File: config.mk
export PLATFORM = sky130hd
export DESIGN_NAME = fifo_sync_fc_flat
export DESIGN_NICKNAME = d
export VERILOG_FILES = /design/src/rtl/fifo_pkg.sv /design/src/rtl/fifo_sync_fc_if.sv /design/src/rtl/fifo_mem.sv /design/src/rtl/fifo_sync_fc.sv /design/src/flat_wrapper.sv
export SDC_FILE = /design/constraint.sdc
export NUM_CORES = 1
export LEC_CHECK = 0
export BUFFER_PORTS_ARGS = -buffer_cell sky130_fd_sc_hd__buf_2
export CAP_MARGIN = 25
export CORE_MARGIN = 10
export CORE_UTILIZATION = 53
export DETAILED_ROUTE_END_ITERATION = 8
export PLACE_DENSITY = 0.74
export SETUP_SLACK_MARGIN = 0.05
export SLEW_MARGIN = 20
export SYNTH_ARGS = -nofsm -noshare
export SYNTH_HDL_FRONTEND = slang
export SYNTH_SLANG_ARGS = --single-unit
File: constraint.sdc
create_clock -name clk -period 4.7 [get_ports clk]
set_input_delay 0.235 -clock clk [delete_from_list [all_inputs] [get_ports clk]]
set_output_delay 0.235 -clock clk [all_outputs]
set_load 0.02 [all_outputs]
File: src/rtl/fifo_pkg.sv
// fifo_pkg: shared sizing helpers and read-mode constants for the fifo_sync_fc family
package fifo_pkg;
  localparam int FIFO_STD = 0;
  localparam int FIFO_FWFT = 1;
  function automatic int clog2(input int n);
    int r = 0;
    while ((1 << r) < n) r++;
    return r;
  endfunction
  // count must hold DEPTH itself, hence the +1
  function automatic int cwidth(input int depth);
    return clog2(depth + 1);
  endfunction
endpackage

File: src/rtl/fifo_sync_fc_if.sv
// fifo_sync_fc_if: producer/consumer handshake and status bundle of the single-clock fifo
interface fifo_sync_fc_if #(
  parameter int DWIDTH = 8,
  parameter int CWIDTH = 6
);
  logic              wr_en;
  logic [DWIDTH-1:0] data_in;
  logic              rd_en;
  logic              clr_err;
  logic [DWIDTH-1:0] data_out;
  logic              full;
  logic              empty;
  logic              almost_full;
  logic              almost_empty;
  logic [CWIDTH-1:0] count;
  logic              overflow;
  logic              underflow;
  modport master (
    output wr_en, data_in, rd_en, clr_err,
    input  data_out, full, empty, almost_full, almost_empty, count, overflow, underflow
  );
  modport slave (
    input  wr_en, data_in, rd_en, clr_err,
    output data_out, full, empty, almost_full, almost_empty, count, overflow, underflow
  );
endinterface

File: src/rtl/fifo_mem.sv
// fifo_mem: DEPTH x DWIDTH storage, synchronous write port, asynchronous read port
module fifo_mem #(
  parameter int DWIDTH = 8,
  parameter int DEPTH  = 32,
  parameter int AW     = fifo_pkg::clog2(DEPTH)
) (
  input  logic              clk,
  input  logic              we_i,
  input  logic [AW-1:0]     waddr_i,
  input  logic [DWIDTH-1:0] wdata_i,
  input  logic [AW-1:0]     raddr_i,
  output logic [DWIDTH-1:0] rdata_o
);
  logic [DWIDTH-1:0] mem_q [DEPTH];
  always_ff @(posedge clk)
    if (we_i) mem_q[waddr_i] <= wdata_i;
  assign rdata_o = mem_q[raddr_i];
endmodule

File: src/rtl/fifo_sync_fc.sv
// fifo_sync_fc: single-clock fifo with count, threshold flags, optional FWFT and sticky error flags
module fifo_sync_fc
  import fifo_pkg::*;
#(
  parameter int DWIDTH   = 8,
  parameter int DEPTH    = 32,
  parameter int FWFT     = FIFO_STD,
  parameter int AF_LEVEL = DEPTH - 4,
  parameter int AE_LEVEL = 4
) (
  input logic clk,
  input logic rst,
  fifo_sync_fc_if.slave bus
);
  localparam int CWIDTH = cwidth(DEPTH);
  localparam int PW = clog2(DEPTH);
  logic [PW-1:0]     wptr_q, wptr_d, rptr_q, rptr_d;
  logic [CWIDTH-1:0] count_q, count_d;
  logic [DWIDTH-1:0] dout_q, dout_d, rdata;
  logic              ovf_q, ovf_d, udf_q, udf_d;
  logic              full, empty, wr_acc, rd_acc;
  assign full  = count_q == CWIDTH'(DEPTH);
  assign empty = count_q == '0;
  // a full fifo still takes a write when the same cycle pops a word
  assign wr_acc = bus.wr_en && (!full || bus.rd_en);
  assign rd_acc = bus.rd_en && !empty;
  always_comb begin
    wptr_d  = wr_acc ? (wptr_q == PW'(DEPTH - 1) ? '0 : wptr_q + 1'b1) : wptr_q;
    rptr_d  = rd_acc ? (rptr_q == PW'(DEPTH - 1) ? '0 : rptr_q + 1'b1) : rptr_q;
    count_d = (wr_acc && !rd_acc) ? count_q + 1'b1 :
              (rd_acc && !wr_acc) ? count_q - 1'b1 : count_q;
    ovf_d   = (bus.wr_en && full && !bus.rd_en) || (ovf_q && !bus.clr_err);
    udf_d   = (bus.rd_en && empty) || (udf_q && !bus.clr_err);
    dout_d  = rd_acc ? rdata : dout_q;
  end
  always_ff @(posedge clk) begin
    if (rst) begin
      wptr_q  <= '0;
      rptr_q  <= '0;
      count_q <= '0;
      dout_q  <= '0;
      ovf_q   <= 1'b0;
      udf_q   <= 1'b0;
    end else begin
      wptr_q  <= wptr_d;
      rptr_q  <= rptr_d;
      count_q <= count_d;
      dout_q  <= dout_d;
      ovf_q   <= ovf_d;
      udf_q   <= udf_d;
    end
  end
  fifo_mem #(.DWIDTH(DWIDTH), .DEPTH(DEPTH), .AW(PW)) u_mem (
    .clk     (clk),
    .we_i    (wr_acc && !rst),
    .waddr_i (wptr_q),
    .wdata_i (bus.data_in),
    .raddr_i (rptr_q),
    .rdata_o (rdata)
  );
  assign bus.data_out     = (FWFT == FIFO_FWFT) ? rdata : dout_q;
  assign bus.full         = full;
  assign bus.empty        = empty;
  assign bus.almost_full  = count_q >= CWIDTH'(AF_LEVEL);
  assign bus.almost_empty = count_q <= CWIDTH'(AE_LEVEL);
  assign bus.count        = count_q;
  assign bus.overflow     = ovf_q;
  assign bus.underflow    = udf_q;
endmodule

File: src/flat_wrapper.sv
// flat-port wrapper written by rule: the top's interface ports become plain ports
module fifo_sync_fc_flat import fifo_pkg::*;
#(
  parameter int DWIDTH   = 8,
  parameter int DEPTH    = 32,
  parameter int FWFT     = FIFO_STD,
  parameter int AF_LEVEL = DEPTH - 4,
  parameter int AE_LEVEL = 4
)
  (clk, rst, bus_wr_en, bus_data_in, bus_rd_en, bus_clr_err, bus_data_out, bus_full, bus_empty, bus_almost_full, bus_almost_empty, bus_count, bus_overflow, bus_underflow);
  fifo_sync_fc_if #(.DWIDTH(DWIDTH), .CWIDTH((cwidth(DEPTH)))) bus_i ();
  input logic clk;
  input logic rst;
  input wire logic [$bits(bus_i.wr_en)-1:0] bus_wr_en;
  input wire logic [$bits(bus_i.data_in)-1:0] bus_data_in;
  input wire logic [$bits(bus_i.rd_en)-1:0] bus_rd_en;
  input wire logic [$bits(bus_i.clr_err)-1:0] bus_clr_err;
  output wire logic [$bits(bus_i.data_out)-1:0] bus_data_out;
  output wire logic [$bits(bus_i.full)-1:0] bus_full;
  output wire logic [$bits(bus_i.empty)-1:0] bus_empty;
  output wire logic [$bits(bus_i.almost_full)-1:0] bus_almost_full;
  output wire logic [$bits(bus_i.almost_empty)-1:0] bus_almost_empty;
  output wire logic [$bits(bus_i.count)-1:0] bus_count;
  output wire logic [$bits(bus_i.overflow)-1:0] bus_overflow;
  output wire logic [$bits(bus_i.underflow)-1:0] bus_underflow;
  assign bus_i.wr_en = bus_wr_en;
  assign bus_i.data_in = bus_data_in;
  assign bus_i.rd_en = bus_rd_en;
  assign bus_i.clr_err = bus_clr_err;
  assign bus_data_out = bus_i.data_out;
  assign bus_full = bus_i.full;
  assign bus_empty = bus_i.empty;
  assign bus_almost_full = bus_i.almost_full;
  assign bus_almost_empty = bus_i.almost_empty;
  assign bus_count = bus_i.count;
  assign bus_overflow = bus_i.overflow;
  assign bus_underflow = bus_i.underflow;
  fifo_sync_fc #(.DWIDTH(DWIDTH), .DEPTH(DEPTH), .FWFT(FWFT), .AF_LEVEL(AF_LEVEL), .AE_LEVEL(AE_LEVEL)) u_core (.clk(clk), .rst(rst), .bus(bus_i));
endmodule
==> reports/results.tsv, run 1 <==
stage	metric	value	unit
critical_path	CP Data Arrival Time	4100	ps
global_routing	total grt overflow	0	
drt	detailed-route DRC error count	0	
floorplanning	area of the core	21200	µm²
clock_tree	cts repair resizes	0	
timing	RSZ-0062 raised after global routing	false	
yosys	Synth Flop Type	edfxtp_1	
placed_design	Buffers on Ports	32	
drt	WL final	24800	µm
critical_path	critical path class	register to register	
floorplanning	number of core rows	53	
pwr	pwr dens	490	nW/µm²
floorplanning	die height	167	µm
drt	Vias	6284	
finish	Nets	725	
clock_tree	CTS clk-pin slew, worst paths	60	ps
critical_path	Worst Setup End Kind	register	
yosys	Synth Warn #	0	
drt	Final ANT Viol Nets	0	
floorplanning	Initial Util	54.3	%
status	status	complete, no violations	
critical_path	CP Buf/Inv Count	2	
global_routing	initial antenna violation count	0	
timing	Worst-Margin Slew	1010	ps
yosys	Net Count, Synth	691	
critical_path	CP startpoint kind	register	
clock_tree	# Post-CTS Setup Buffers	0	
yosys	syn_area_per_cell	17.3	µm²
drt	Via density	6.31	
timing	final period utilization	78.0	%
timing	worst setup skew after layout	16.8	ps
clock_tree	root buf cell	clkbuf_16	
floorplanning	IO Count	33	
clock_tree	hold_buf cts	0	
drt	drt wl/cell	24.9	µm
hold_path	type of the tightest min-delay check	input pin to register	
yosys	Post-synth EDFFs	256	
hold_path	Cells on Worst Hold Path	4	
critical_path	Worst path depth	11	
pwr	leakage	4.08	nW
finish	synthesis-to-finish area growth	10.8	%
floorplanning	Die ar.	28000	µm²
clock_tree	CTS Buffer Depth	3	
job	max-cap violations	0	
finish	share of cells above drive strength 1	19.2	%
critical_path	slowest stage delay, CP	630	ps
yosys	Post-Syn Area	11500	µm²
critical_path	worst-path cell chain	or4_1 > o41ai_4 > inv_1 > ha_1 > inv_1 > ha_1 > a21o_1 > a21o_1 > a211o_1 > o211ai_1 > mux2_2	
timing	endpoints failing setup	0	
critical_path	reg2reg path depth	11	
timing	endpoints failing hold	0	
placed_design	RD Place Congestion	0.806	
pwr	Peak VDD IR	0.327	mV
timing	setup TNS	0	ps
clock_tree	H-Tree Depth	1	
critical_path	CP max-delay cell	or4_1	
finish	commonest cells after routing, fill and taps aside	edfxtp_1, nor2_1, mux2i_1, mux4_2, buf_2	
floorplanning	DIE WIDTH	167	µm
placed_design	Post-DP HPWL	15700	µm
critical_path	crit path max fanout	10	
finish	Core Util, Final	60.2	%
yosys	post-synthesis cell type count	53	
timing	fmax	0.273	GHz
global_routing	largest net degree at the start of global routing	53	
timing	Slew Viols, Final	0	
clock_tree	CTS tree	built	
timing	Slew Limit Headroom	32.3	%
drt	Initial DRC Count	689	
clock_tree	TritonCTS buffer count	28	
global_routing	number of global-route vias before repair	6462	
pwr	Power Total	0.00624	W
clock_tree	Clk Latency, worst-skew pair	540	ps
yosys	Post-synth ARST share	0	%
yosys	number of synthesized register bits	282	
critical_path	CP top delay family	compound AO/OA/AOI/OAI gates	
drt	TritonRoute pass-1 iters	5	
finish	commonest non-fill, non-tap cell in the layout	edfxtp_1	
yosys	Seq/Total Area, Yosys	71.4	%
global_routing	GRT Util Overall	17.3	%
critical_path	Worst EP required	5130	ps
clock_tree	Sink Count	282	
timing	crit path time final	3670	ps
yosys	Cells after Synth	665	
global_routing	first-pass GRT wire length	38200	µm
-- power breakdown --
| group | internal (W) | switching (W) |
|---|---|---|
| combinational | 0.000505 | 0.000603 |
| sequential | 0.00280 | 0.000154 |
| clock | 0.00126 | 0.000917 |
-- registers in the layout (all words and copies together), names as in the netlist --
name and count:
u_core.bus.count 6, u_core.wptr_q 5, u_core.bus.underflow 1, u_core.bus.data_out 8, u_core.rptr_q 5, u_core.bus.overflow 1, u_core.u_mem.mem_q 256
-- synth_stat cells (2+ instances only) --
cell / number / area [µm²]
edfxtp_1: 256 / 7690
mux2i_1: 49 / 490
nor2_1: 49 / 184
mux4_2: 44 / 991
a21oi_1: 28 / 140
dfxtp_1: 26 / 521
nand2_1: 26 / 97.6
a221oi_1: 20 / 175
nor3_1: 18 / 90.1
clkbuf_1: 15 / 56.3
inv_1: 13 / 48.8
ha_1: 12 / 150
o21ai_0: 12 / 60.1
buf_2: 8 / 40.0
nand2b_1: 8 / 50.1
buf_6: 6 / 67.6
nand3_1: 6 / 30.0
o211ai_1: 5 / 37.5
a311o_1: 4 / 40.0
a21o_1: 3 / 22.5
a22oi_1: 3 / 22.5
a31oi_1: 3 / 18.8
buf_1: 3 / 11.3
nand3b_1: 3 / 22.5
nor4_1: 3 / 18.8
or3_1: 3 / 18.8
or4_1: 3 / 22.5
xor2_1: 3 / 26.3
a211oi_1: 2 / 15.0
and3_1: 2 / 12.5
buf_12: 2 / 40.0
buf_4: 2 / 15.0
mux2_2: 2 / 22.5
nor2b_1: 2 / 12.5
nor4b_1: 2 / 17.5
or3b_2: 2 / 17.5
-- final timing paths --
path | from | end | slack, ps
worst max-delay path | u_core.bus.count[0] | u_core.bus.count[5] | 1030
worst min-delay path | bus_clr_err | u_core.bus.overflow | 30
worst max register to register | u_core.bus.count[0] | u_core.bus.count[5] | 1030
worst min register to register | u_core.bus.data_out[4] | u_core.bus.data_out[4] | 500
-- metrics by stage --
stage	hold slack [ps]	setup slack (ps)	std cells	instance area, µm²
2_1_floorplan	334	1350	665	11500
3_3_place_gp	470	1270	942	11800
3_5_place_dp	482	1070	943	11800
4_1_cts	12.1	1060	994	12700
5_1_grt	39.4	848	995	12700
6_report	28.7	1030	996	12700
-- layer usage --
layer	vias to the layer above	track usage, %	routed length [µm]
met2	314	28.0	12000
met5	-	0	0
li1	2730	-	-
met3	41	3.53	2330
met1	3199	23.2	9960
met4	0	5.03	520
-- tightest hold or removal path: cells and delay by family --
kind | cells | cell delay [ps]
AO/OA/AOI/OAI | 1 | 50
buffers and inverters | 2 | 150
AND/OR/NAND/NOR | 1 | 90
-- cells by family after synthesis --
group | synth area share, %
AOI/OAI and AO/OA | 5.73
adders and majority gates | 1.48
muxes | 13.1
xor gates and xnor gates | 0.305
and+or+nand+nor | 5.40
buffers and inverters | 2.56
DFF | 71.4
-- final cells by class --
cell class | instances | area (µm²)
Antenna cell | 1 | 2.50
Clock buffer | 33 | 719
Clock inverter | 18 | 184
Fill cell | 1472 | 8420
Inverter | 13 | 48.8
Multi-Input combinational cell | 333 | 2990
Sequential cell | 282 | 8210
Tap cell | 275 | 344
Timing Repair Buffer | 41 | 231
Note: power is estimated with default switching activity, not from simulation.
==> inputs of run 2 (changes only) <==
PLACE_DENSITY = 0.76   (was 0.74)
clock period = 3.1 ns   (was 4.7 ns; I/O delays follow)
==> reports/results.tsv, run 2 (synthesis gave the netlist of run 1 again) <==
stage	metric	value	unit
status	status	complete, no violations	
job	max-cap violations	0	
drt	Final ANT Viol Nets	0	
drt	Vias	6405	
critical_path	beginning of the critical path	u_core.bus.count[3]	
placed_design	Buffers on Ports	32	
finish	share of cells above drive strength 1	20.3	%
floorplanning	Die ar.	28000	µm²
critical_path	slowest stage delay, CP	560	ps
finish	synthesis-to-finish area growth	11.7	%
clock_tree	H-Tree Depth	1	
critical_path	Worst R2R Start	u_core.bus.count[3]	
floorplanning	area of the core	21200	µm²
clock_tree	CTS tree	built	
pwr	Peak VDD IR	0.686	mV
critical_path	CP max-delay cell	or4_4	
critical_path	Worst Setup End Kind	register	
floorplanning	die height	167	µm
hold_path	HP Start	bus_wr_en	
placed_design	RD Place Congestion	0.890	
global_routing	total grt overflow	0	
timing	Worst-Margin Slew	1050	ps
floorplanning	number of core rows	53	
critical_path	worst-path cell chain	or4_4 > o41ai_4 > inv_2 > ha_4 > inv_4 > ha_4 > a21o_1 > a21o_1 > a211o_1 > o211ai_1 > mux2_2	
drt	Initial DRC Count	812	
clock_tree	CTS Buffer Depth	3	
drt	WL final	25600	µm
finish	commonest non-fill, non-tap cell in the layout	edfxtp_1	
drt	drt wl/cell	25.6	µm
timing	worst setup skew after layout	17.4	ps
hold_path	type of the tightest min-delay check	input pin to register	
critical_path	CP Buf/Inv Count	2	
global_routing	initial antenna violation count	0	
clock_tree	cts repair resizes	0	
placed_design	post-place setup slack	129	ps
timing	endpoints failing setup	0	
global_routing	GRT Util Overall	17.9	%
drt	TritonRoute pass-1 iters	5	
timing	fmax	0.343	GHz
timing	Slew Limit Headroom	29.8	%
clock_tree	CTS clk-pin slew, worst paths	60	ps
finish	commonest cells after routing, fill and taps aside	edfxtp_1, nor2_1, mux2i_1, mux4_2, buf_2	
critical_path	CP top delay family	compound AO/OA/AOI/OAI gates	
floorplanning	DIE WIDTH	167	µm
critical_path	crit path max fanout	7	
timing	endpoints failing hold	0	
clock_tree	TritonCTS buffer count	28	
critical_path	Worst EP required	3520	ps
timing	setup TNS	0	ps
clock_tree	root buf cell	clkbuf_16	
timing	Slew Viols, Final	0	
pwr	pwr dens	736	nW/µm²
critical_path	CP Data Arrival Time	3340	ps
global_routing	first-pass GRT wire length	39100	µm
timing	final worst slack	188	ps
timing	crit path time final	2910	ps
clock_tree	# Post-CTS Setup Buffers	0	
global_routing	largest net degree at the start of global routing	39	
drt	detailed-route DRC error count	0	
finish	Nets	734	
critical_path	critical path class	register to register	
pwr	leakage	4.11	nW
placed_design	Post-DP HPWL	16200	µm
floorplanning	IO Count	33	
floorplanning	Initial Util	54.3	%
clock_tree	Clk Latency, worst-skew pair	540	ps
timing	RSZ-0062 raised after global routing	false	
clock_tree	Sink Count	282	
critical_path	CP startpoint kind	register	
finish	max FFs per register	256	
finish	Ant. Diodes	0	
timing	final period utilization	93.9	%
finish	Fillers	1476	
drt	Via density	6.39	
global_routing	number of global-route vias before repair	6385	
finish	Top reg by flops	u_core.u_mem.mem_q	
-- run 2: cell types whose count changed in the layout (fill, tap and decap cells not counted), moves of 2 or more --
cell	delta
ha_1	-2
dfxtp_4	+3
buf_4	+4
clkinvlp_4	-2
ha_4	+2
inv_6	-2
clkinv_1	+4
dlygate4sd3_1	+4
buf_12	+2
inv_1	-2
clkbuf_1	-2
dfxtp_1	-3
-- run 2: what timing repair did --
action	in CTS	in global routing
hold buffers	4	0
endpoints found under the hold margin	2	0
endpoints found under the setup margin	0	1
-- run 2: final timing paths --
path                            endpoint  depth (start not counted)  slack [ps]
setup / recovery     u_core.bus.count[5]                         11         190
hold / removal          u_core.wptr_q[4]                          5          20
setup reg to reg     u_core.bus.count[5]                         11         190
hold reg to reg   u_core.bus.data_out[4]                          1         520
-- run 2: worst register-to-register path: cells and delay by family, from the launching register on --
kind                     cells  cell delay, ps
buffers and inverters        2             190
adder cells (fa/ha/maj)      2             400
multiplexers                 1             350
flip-flops                   1             370
AO/OA/AOI/OAI                5             940
AND/OR/NAND/NOR              1             560
-- run 2: cell type report --
type                    instances  area [µm²]  area share, %
clock inverters                19         153           1.19
clock buffers                  31         712           5.55
well taps                     275         344           2.68
repair buffers                 50         330           2.57
inverters                      13        51.3          0.400
flip-flops and latches        282        8220           64.1
multi-input cells             333        3020           23.5
-- run 2: per-stage QoR --
step | hold WS [ps] | instances | instance area [µm²] | power [W] | utilization (%)
detailed placement | 487 | 949 | 11900 | 0.00632 | 56.4
floorplan | 254 | 665 | 11500 | 0.00583 | -
global route | 37.5 | 1003 | 12800 | 0.00979 | 60.7
CTS | 4.90 | 1003 | 12800 | 0.00949 | 60.7
global placement | 463 | 949 | 11900 | 0.00627 | 56.4
finish | 18.5 | 1003 | 12800 | 0.00945 | 60.7
-- run 2: power by group --
| group | internal [W] | switching [W] |
|---|---|---|
| combinational | 0.000835 | 0.00102 |
| sequential | 0.00425 | 0.000163 |
| clock | 0.00182 | 0.00136 |
| total | 0.00690 | 0.00254 |
-- run 2: metal layers --
layer,global-route usage (%),vias to the layer above,wire length (µm)
li1,-,2741,-
met1,23.9,3288,10400
met2,29.9,323,12700
met3,2.60,53,1870
met4,5.11,0,731
met5,0,-,0
==> inputs of run 3 (changes only) <==
RECOVER_POWER = 25   (was unset)
==> reports/results.tsv, run 3 (synthesis gave the netlist of run 1 again) <==
stage	metric	value	unit
drt	Initial DRC Count	810	
finish	share of cells above drive strength 1	19.5	%
floorplanning	number of core rows	53	
finish	final non-filler cell total	1003	
drt	Final ANT Viol Nets	0	
clock_tree	CTS clk-pin slew, worst paths	60	ps
timing	final period utilization	93.9	%
finish	commonest cells after routing, fill and taps aside	edfxtp_1, nor2_1, mux2i_1, mux4_2	
status	failing checks	capacitance limit, slew limit	
global_routing	first-pass GRT wire length	39100	µm
placed_design	RD Place Congestion	0.890	
timing	Slew Limit Headroom	-4.10	%
clock_tree	CTS tree	built	
timing	Worst-Margin Slew	1560	ps
hold_path	type of the tightest min-delay check	input pin to register	
placed_design	Buffers on Ports	32	
clock_tree	Clk Latency, worst-skew pair	540	ps
floorplanning	Initial Util	54.3	%
finish	Ant. Diodes	0	
clock_tree	H-Tree Depth	1	
global_routing	total grt overflow	0	
pwr	leakage	4.10	nW
floorplanning	area of the core	21200	µm²
critical_path	crit path max fanout	7	
drt	WL final	25600	µm
job	max-cap violations	2	
finish	Fillers	1481	
finish	max FFs per register	256	
global_routing	largest net degree at the start of global routing	39	
finish	Nets	734	
global_routing	number of global-route vias before repair	6385	
timing	endpoints failing hold	0	
critical_path	CP startpoint kind	register	
drt	drt wl/cell	25.6	µm
timing	final hold slack	17.2	ps
timing	fmax	0.343	GHz
drt	Via density	6.38	
clock_tree	# Post-CTS Setup Buffers	0	
clock_tree	cts repair resizes	0	
critical_path	Worst Setup End Kind	register	
status	status	finished, violations left	
pwr	pwr dens	737	nW/µm²
placed_design	Area after DPL	11900	µm²
floorplanning	die height	167	µm
drt	detailed-route DRC error count	0	
placed_design	post-place setup slack	129	ps
clock_tree	TritonCTS buffer count	28	
timing	endpoints failing setup	0	
placed_design	Post-DP HPWL	16200	µm
timing	RSZ-0062 raised after global routing	false	
timing	final worst slack	188	ps
critical_path	critical path class	register to register	
finish	commonest non-fill, non-tap cell in the layout	edfxtp_1	
placed_design	dpl cells	949	
drt	Vias	6399	
clock_tree	root buf cell	clkbuf_16	
finish	design area	12800	µm²
global_routing	GRT Util Overall	17.9	%
floorplanning	DIE WIDTH	167	µm
pwr	Peak VDD IR	0.686	mV
critical_path	Worst EP required	3530	ps
clock_tree	Sink Count	282	
timing	setup TNS	0	ps
finish	area of the multi-input gates	3020	µm²
clock_tree	CTS Buffer Depth	3	
timing	crit path time final	2910	ps
timing	Slew Viols, Final	66	
timing	worst setup skew after layout	16.7	ps
finish	FF+latch area	8220	µm²
critical_path	CP max-delay cell	or4_4	
floorplanning	IO Count	33	
drt	TritonRoute pass-1 iters	5	
floorplanning	Die ar.	28000	µm²
finish	synthesis-to-finish area growth	11.6	%
critical_path	slowest stage delay, CP	560	ps
global_routing	initial antenna violation count	0	
critical_path	CP Data Arrival Time	3340	ps
finish	Top reg by flops	u_core.u_mem.mem_q	
critical_path	worst-path cell chain	or4_4 > o41ai_4 > inv_2 > ha_4 > inv_4 > ha_4 > a21o_1 > a21o_1 > a211o_1 > o211ai_1 > mux2_2	
## run 3: cell count changes in the layout (fill, tap and decap cells not counted)
cell      delta
buf_2        -6
clkbuf_1     +6
## run 3: stage by stage
stage / utilization, % / power (W)
final: 60.6 / 0.00945
after global routing: 60.6 / 0.00979
after CTS: 60.7 / 0.00949
after detailed placement: 56.4 / 0.00632
after global placement: 56.4 / 0.00627
after floorplan: - / 0.00583
## run 3: path summary, 6_finish.rpt
| check | startpoint | endpoint | cells after the start | slack, ps |
|---|---|---|---|---|
| hold / removal | bus_wr_en | u_core.wptr_q[4] | 5 | 20 |
| setup reg to reg | u_core.bus.count[3] | u_core.bus.count[5] | 11 | 190 |
| hold reg to reg | u_core.bus.count[3] | u_core.bus.count[3] | 2 | 520 |
| setup / recovery | u_core.bus.count[3] | u_core.bus.count[5] | 11 | 190 |
## run 3: cell type report
type / instances / area share, %
Tap cell: 275 / 2.68
Clock buffer: 31 / 5.55
Clock inverter: 19 / 1.19
Inverter: 13 / 0.400
Multi-Input combinational cell: 333 / 23.5
Sequential cell: 282 / 64.1
Timing Repair Buffer: 50 / 2.52
## run 3: where the power goes
group	switching [W]	internal, W
combinational	0.00102	0.000834
sequential	0.000163	0.00425
clock	0.00137	0.00182
total	0.00255	0.00690
## run 3: worst max-delay path: cells and delay by family, from the launching register on
family	cells	cell delay, ps
adder cells (fa/ha/maj)	2	400
buffers and inverters	2	190
AO/OA/AOI/OAI	5	940
AND/OR/NAND/NOR	1	560
multiplexers	1	350
flip-flops	1	370
## run 3: timing repair
item	4_1_cts	5_1_grt
endpoints found under the setup margin	0	1
hold buffers	4	0
hold endpoints to repair	2	0
## run 3: routing by layer
metal / vias to the layer above / GRT usage, % / wire length, µm
li1: 2741 / - / -
met1: 3282 / 23.9 / 10400
met2: 327 / 29.9 / 12700
met3: 49 / 2.60 / 1860
met4: 0 / 5.11 / 694
met5: - / 0 / 0
